==> src/rtl/gpio_port_ioc_pkg.sv <==
// Shared definitions for GPIO ports with interrupt-on-change: IOC state encodings,
// default mask / direction constants and the mismatch helper.
package gpio_port_ioc_pkg;

    typedef enum logic {
        IOC_PRIME = 1'b0,
        IOC_ARMED = 1'b1
    } ioc_state_e;

    // Defaults sized for the widest port; instances slice to their own width.
    localparam logic [15:0] GPIO_IOC_MASK_DFLT   = 16'h00F0;
    localparam logic [15:0] GPIO_TRIS_RESET_DFLT = 16'hFFFF;

    function automatic logic ioc_mismatch(
        input logic [15:0] sync_v,
        input logic [15:0] ref_v,
        input logic [15:0] mask_v,
        input logic [15:0] tris_v
    );
        return |((sync_v ^ ref_v) & mask_v & tris_v);
    endfunction

endpackage

==> src/rtl/gpio_port_ioc_bit_synchronizer.sv <==
// Multi-flop synchroniser for asynchronous inputs; reusable for any pin group
// (RA4/T0CKI, external INT, port pins).
module bit_synchronizer #(
    parameter int WIDTH  = 8,
    parameter int STAGES = 2
) (
    input  logic             clk,
    input  logic             rst,
    input  logic [WIDTH-1:0] d,
    output logic [WIDTH-1:0] q
);

    logic [STAGES-1:0][WIDTH-1:0] stage_q;
    logic [STAGES-1:0][WIDTH-1:0] stage_d;

    // Shift chain: stage 0 samples the pad, each later stage copies its predecessor.
    always_comb begin
        stage_d = stage_q;
        stage_d[0] = d;
        for (int i = 1; i < STAGES; i++) begin
            stage_d[i] = stage_q[i-1];
        end
    end

    // Chain registers, cleared on reset.
    always_ff @(posedge clk) begin
        if (rst) begin
            stage_q <= '0;
        end else begin
            stage_q <= stage_d;
        end
    end

    assign q = stage_q[STAGES-1];

endmodule

==> src/rtl/gpio_port_ioc.sv <==
// GPIO port with TRIS/latch registers, input synchroniser and PIC-style
// interrupt-on-change flag (RBIF equivalent).
module gpio_port_ioc
    import gpio_port_ioc_pkg::*;
#(
    parameter int               WIDTH       = 8,
    parameter logic [WIDTH-1:0] TRIS_RESET  = GPIO_TRIS_RESET_DFLT[WIDTH-1:0],
    parameter logic [WIDTH-1:0] LAT_RESET   = '0,
    parameter int               SYNC_STAGES = 2,
    parameter logic [WIDTH-1:0] IOC_MASK    = GPIO_IOC_MASK_DFLT[WIDTH-1:0]
) (
    input  logic             clk,
    input  logic             rst,
    input  logic [WIDTH-1:0] physical_in,
    output logic [WIDTH-1:0] physical_out,
    output logic [WIDTH-1:0] physical_oe,
    output logic [WIDTH-1:0] tris,
    output logic [WIDTH-1:0] port,
    input  logic [WIDTH-1:0] tris_in,
    input  logic             tris_wr_en,
    input  logic [WIDTH-1:0] port_in,
    input  logic             port_wr_en,
    input  logic             port_rd_en,
    output logic             ioc_flag,
    input  logic             ioc_flag_clr
);

    localparam int               CNT_W      = $clog2(SYNC_STAGES + 1);
    localparam logic [CNT_W-1:0] PRIME_LAST = CNT_W'(SYNC_STAGES);

    logic [WIDTH-1:0] sync_s;
    logic [WIDTH-1:0] lat_q,  lat_d;
    logic [WIDTH-1:0] tris_q, tris_d;
    logic [WIDTH-1:0] ref_q,  ref_d;
    logic             flag_q, flag_d;
    logic [CNT_W-1:0] cnt_q,  cnt_d;
    ioc_state_e       state_q, state_d;
    logic             mismatch_s;

    bit_synchronizer #(
        .WIDTH  (WIDTH),
        .STAGES (SYNC_STAGES)
    ) u_sync (
        .clk (clk),
        .rst (rst),
        .d   (physical_in),
        .q   (sync_s)
    );

    // Output pins and pins outside the mask never contribute to a change.
    assign mismatch_s = ioc_mismatch(16'(sync_s), 16'(ref_q), 16'(IOC_MASK), 16'(tris_q));

    // Latch and direction register writes.
    always_comb begin
        lat_d  = lat_q;
        tris_d = tris_q;
        if (port_wr_en) begin
            lat_d = port_in;
        end else begin
            lat_d = lat_q;
        end
        if (tris_wr_en) begin
            tris_d = tris_in;
        end else begin
            tris_d = tris_q;
        end
    end

    // IOC machine: PRIME lets the synchroniser fill while ref tracks it, then ARMED.
    always_comb begin
        state_d = state_q;
        cnt_d   = cnt_q;
        ref_d   = ref_q;
        flag_d  = flag_q;
        case (state_q)
            IOC_PRIME: begin
                ref_d = sync_s;
                if (cnt_q == PRIME_LAST) begin
                    state_d = IOC_ARMED;
                    cnt_d   = cnt_q;
                end else begin
                    cnt_d   = cnt_q + 1'b1;
                end
            end
            IOC_ARMED: begin
                // A read (or RMW write) re-arms from the pre-edge sync value.
                if (port_rd_en || port_wr_en) begin
                    ref_d = sync_s;
                end else begin
                    ref_d = ref_q;
                end
                if (mismatch_s) begin
                    flag_d = 1'b1;
                end else if (ioc_flag_clr) begin
                    flag_d = 1'b0;
                end else begin
                    flag_d = flag_q;
                end
            end
            default: begin
                state_d = IOC_PRIME;
                cnt_d   = '0;
            end
        endcase
    end

    // State registers with synchronous reset.
    always_ff @(posedge clk) begin
        if (rst) begin
            lat_q   <= LAT_RESET;
            tris_q  <= TRIS_RESET;
            ref_q   <= '0;
            flag_q  <= 1'b0;
            cnt_q   <= '0;
            state_q <= IOC_PRIME;
        end else begin
            lat_q   <= lat_d;
            tris_q  <= tris_d;
            ref_q   <= ref_d;
            flag_q  <= flag_d;
            cnt_q   <= cnt_d;
            state_q <= state_d;
        end
    end

    assign physical_out = lat_q;
    assign physical_oe  = ~tris_q;
    assign tris         = tris_q;
    assign port         = (tris_q & sync_s) | (~tris_q & lat_q);
    assign ioc_flag     = flag_q;

endmodule

==> config.mk <==
export PLATFORM = sky130hd
export DESIGN_NAME = gpio_port_ioc
export DESIGN_NICKNAME = d
export VERILOG_FILES = /design/src/rtl/gpio_port_ioc_pkg.sv /design/src/rtl/gpio_port_ioc_bit_synchronizer.sv /design/src/rtl/gpio_port_ioc.sv
export SDC_FILE = /design/constraint.sdc
export NUM_CORES = 1
export LEC_CHECK = 0
export ABC_AREA = 1
export BUFFER_PORTS_ARGS = -buffer_cell sky130_fd_sc_hd__buf_2
export CORE_MARGIN = 4
export CORE_UTILIZATION = 46
export CTS_CLUSTER_SIZE = 10
export DETAILED_ROUTE_END_ITERATION = 16
export PLACE_DENSITY = 0.83
export SLEW_MARGIN = 20
export SYNTH_ARGS = -nofsm -noshare
export SYNTH_HDL_FRONTEND = slang
export SYNTH_SLANG_ARGS = --single-unit
==> constraint.sdc <==
create_clock -name clk -period 1.2 [get_ports clk]
set_input_delay 0.12 -clock clk [delete_from_list [all_inputs] [get_ports clk]]
set_output_delay 0.12 -clock clk [all_outputs]
set_load 0.005 [all_outputs]
==> impl_summary.log <==
[metrics] clock network latency to the later pin of the worst-skew pair: around 0.35 ns
[metrics] number of register bits inferred by synthesis: 40
[metrics] total length of routed wires: ~3800 µm
[metrics] DP Wirelength: approximately 2500 µm
[metrics] area of the multi-input gates: roughly 530 µm²
[metrics] Mapped Area: about 0.0015 mm²
[metrics] most instantiated flip-flop cell in the synthesis netlist: sky130_fd_sc_hd__dfxtp_1
[metrics] CP required: 1.45 ns
[metrics] share of the synthesized area in the top cell type: a little over half
[metrics] maximum clock path buffer count: 2
[metrics] power density over cell area: between 1000 and 1500 mW/mm²
[metrics] total CTS buffers: 5
[metrics] worst slack after detailed placement: between 0.15 and 0.2 ns
[metrics] top cells by area, synth: sky130_fd_sc_hd__dfxtp_1, sky130_fd_sc_hd__nor2_1, sky130_fd_sc_hd__nand2_1
[metrics] cell with the most instances on the worst path: sky130_fd_sc_hd__dlygate4sd3_1
[metrics] clk_skew: around 0.0053 ns
[metrics] number of hold violations in the final report: 0
[metrics] count of mapped cells out of synthesis: 197
[metrics] share of post-route cells with drive strength above 1: between 30% and 40%
[metrics] Worst R2R Start: cnt_q[0]
[metrics] Worst Hold Launch: port_in[6]
[metrics] Overflow after GRT: 0
[metrics] endpoint of the worst hold-timing path: physical_out[6]
[metrics] Max-Cap Viols: 0
[metrics] Horiz. Die Dim: 65.0 µm
[metrics] Site Rows: 20
[metrics] portion of the clock cycle consumed by the worst path in the final layout: a little over nine tenths
[metrics] remaining antenna violation count: 0
[metrics] area of the die: between 0.004 and 0.005 mm²
[metrics] Remaining DRCs: 0
[metrics] Top Usage Layer GRT: met2
[metrics] pin count of the biggest net entering global routing: 17
[metrics] initial antenna violation count: 0
[metrics] setup slack after layout: ~0.047 ns
[metrics] worst-case vdd ir drop: around 0.8 mV
[metrics] dominant delay contributor by cell family on the critical path: buffers and inverters
[metrics] Synth async-reset ratio: 0%
[metrics] post-route cell area: 0.00217 mm²
[metrics] cell depth of the worst min-delay path: 3
[metrics] first-iteration detailed-routing DRC count: 73
[metrics] via count of the first global-routing pass: around 1.5k
[metrics] Crit path largest cell delay: about 0.55 ns
[metrics] number of pins with negative max-slew slack in the final report: 0
[metrics] register area share after synthesis: 53.6%
[metrics] total via count in the routed design: about 1.5k
[metrics] total cell area at the placement stage: ~0.0018 mm²
[metrics] met3 global-route usage: under 10%
[metrics] CP cell instances: dlygate4sd3_1, buf_2, nor2_1, dlygate4sd3_1
[metrics] post-synthesis cell type with the largest combined area: sky130_fd_sc_hd__dfxtp_1
[metrics] Vias per Instance: ~4.5
[metrics] met1 demand-to-capacity share in global routing: between 20 and 25%
[metrics] RePlAce Congestion: between 0.7 and 0.8
[metrics] number of buffers and inverters on the critical path: 3
[metrics] Mapped Nets: between 200 and 250
[metrics] library cells used by synthesis: 18
[metrics] synthesized area per cell: between 7 and 8 µm²
[metrics] global-route wire length before repair: around 6300 µm
[metrics] synthesis warning total: 0
[metrics] Routed wire per std cell: 11.4 µm
[metrics] Crit Path Class: in2reg
[metrics] crit end category: register
[metrics] Max H-tree Level: 2
[metrics] FMAX: 868 MHz
[metrics] count of final setup violators: 0
[metrics] run status: finished clean
[metrics] total negative setup slack: 0 ns
[metrics] clock tree from TritonCTS: yes
[metrics] unrepaired setup endpoints after global routing: true
[metrics] number of flops mapped to enable cells by yosys: 0
[metrics] Global Route Usage Sum: 19.6%
[metrics] Floorplan Core Area: slightly above 0.003 mm²
[metrics] master cell of the clock root buffer: sky130_fd_sc_hd__clkbuf_4
[metrics] count of clock tree sinks: 40
[metrics] slew at the pin with the worst max-slew slack: approximately 0.28 ns
[metrics] DRT Pass-1 Iters: 4
[metrics] Worst slew margin: approximately 80%
[metrics] FF-to-FF path depth: 5
[metrics] clock-pin slew reported for the worst setup and hold paths after clock tree synthesis: between 0.1 and 0.15 ns
[metrics] worst-path fanout max: 7
[metrics] Antenna diodes: 0
[metrics] leading cell type by number of instances after synthesis: sky130_fd_sc_hd__nor2_1
[metrics] Boundary Pins: 63
[metrics] class of the most critical hold timing path: in2reg
[metrics] y dimension of the die: around 65 µm
[metrics] P&R area growth vs syn: 45.0%
[metrics] Critical-path top delay cell: sky130_fd_sc_hd__dlygate4sd3_1
[metrics] flop-to-flop setup slack: roughly 0.14 ns
[metrics] flip-flop and latch area: about 800 µm²
[metrics] Util after Layout: 70.4%
[metrics] capture point of the worst reg-to-reg path: cnt_q[1]
[metrics] total of fill cells in the finished design: between 200 and 250
[metrics] P_leak: 1.15 nW
[metrics] minimum clock period after layout: 1.15 ns
[metrics] effective utilization at floorplan: 48.5%
[metrics] critical path launch point type: primary input
[metrics] Arrival @ worst endpoint: 1.41 ns
[metrics] layout net count: between 300 and 400
[metrics] top post-synthesis cells by count: sky130_fd_sc_hd__nor2_1, sky130_fd_sc_hd__dfxtp_1, sky130_fd_sc_hd__nand2_1
[metrics] Port Buffer Count: 62
[metrics] met2 layer usage reported by global route: between 30% and 40%
-- cell type report --
type / instances / share of cell area [%]
repair buffers: 90 / 26.9
multi-input cells: 118 / 24.5
flip-flops and latches: 40 / 37.4
well taps: 44 / 2.54
inverters: 33 / 5.72
clock buffers: 7 / 2.54
clock inverters: 1 / 0.347
-- power by group --
part	internal (W)	switching, W	total (W)	leakage (nW)
registers	0.00145	0.0000775	0.00152	0.331
clock network	0.000287	0.000435	0.000721	0.0315
logic	0.000249	0.000242	0.000491	0.786
-- flip-flops by register name, indices dropped and copies added, names as in the netlist --
| register | cells |
|---|---|
| physical_out | 8 |
| tris | 8 |
| u_sync.q | 8 |
| u_sync.stage_d | 8 |
| ref_q | 4 |
| cnt_q | 2 |
| ioc_flag | 1 |
| state_q | 1 |
-- metrics by stage --
stage | hold slack (ns) | std cells | total power (W)
floorplan | 0.227 | 197 | 0.00179
global placement | 0.317 | 299 | 0.00195
detailed placement | 0.328 | 299 | 0.00197
CTS | 0.000606 | 332 | 0.00274
global route | 0.0158 | 333 | 0.00291
finish | 0.00665 | 333 | 0.00274
-- tightest hold or removal path: cells and delay by family --
| family | cells | cell delay (ns) |
|---|---|---|
| buffers and inverters | 1 | 0.08 |
| and+or+nand+nor | 2 | 0.12 |
-- how the worst max path moves through the flow --
stage	start	to	slack, ns	cells past startpoint
floorplan	cnt_q[0]	cnt_q[0]	0.22	5
global placement	cnt_q[0]	cnt_q[0]	0.20	5
detailed placement	cnt_q[0]	cnt_q[0]	0.16	5
CTS	u_sync.q[5]	port[5]	0.003	3
global route	u_sync.q[6]	port[6]	-0.02	3
finish	rst	u_sync.stage_d[9]	0.05	4
-- what timing repair did --
action | in CTS | in global routing
buffers inserted | 0 | 1
gates resized for setup | 4 | 12
hold buffers | 25 | 0
pin swaps | 0 | 1
setup endpoints to repair | 1 | 6
endpoints found under the hold margin | 23 | 0
-- layout by cell type, fill, tap and decap left out, types with 2 or more instances in the layout --
master / n
sky130_fd_sc_hd__buf_4: 3
sky130_fd_sc_hd__nand3_1: 2
sky130_fd_sc_hd__inv_2: 6
sky130_fd_sc_hd__o21ai_0: 20
sky130_fd_sc_hd__a21oi_1: 12
sky130_fd_sc_hd__o21ai_1: 2
sky130_fd_sc_hd__dlygate4sd3_1: 25
sky130_fd_sc_hd__dfxtp_1: 32
sky130_fd_sc_hd__nor2_1: 42
sky130_fd_sc_hd__dfxtp_2: 8
sky130_fd_sc_hd__clkbuf_4: 5
sky130_fd_sc_hd__inv_1: 27
sky130_fd_sc_hd__buf_2: 62
sky130_fd_sc_hd__nand2_1: 32
-- kinds of logic after synthesis --
family | after synthesis | synth area share, %
adder cells (fa/ha/maj) | 1 | 0.837
flip-flops | 40 | 53.6
AO/OA/AOI/OAI | 37 | 12.8
AND/OR/NAND/NOR | 80 | 21.4
buffers and inverters | 39 | 11.3
-- routing by layer --
layer	part of all wire (%)	vias to the layer above
li1	-	784
met4	2.7	0
met2	54	47
met5	0	-
met1	39	670
met3	4.5	10
Note: power is estimated with default switching activity, not from simulation.
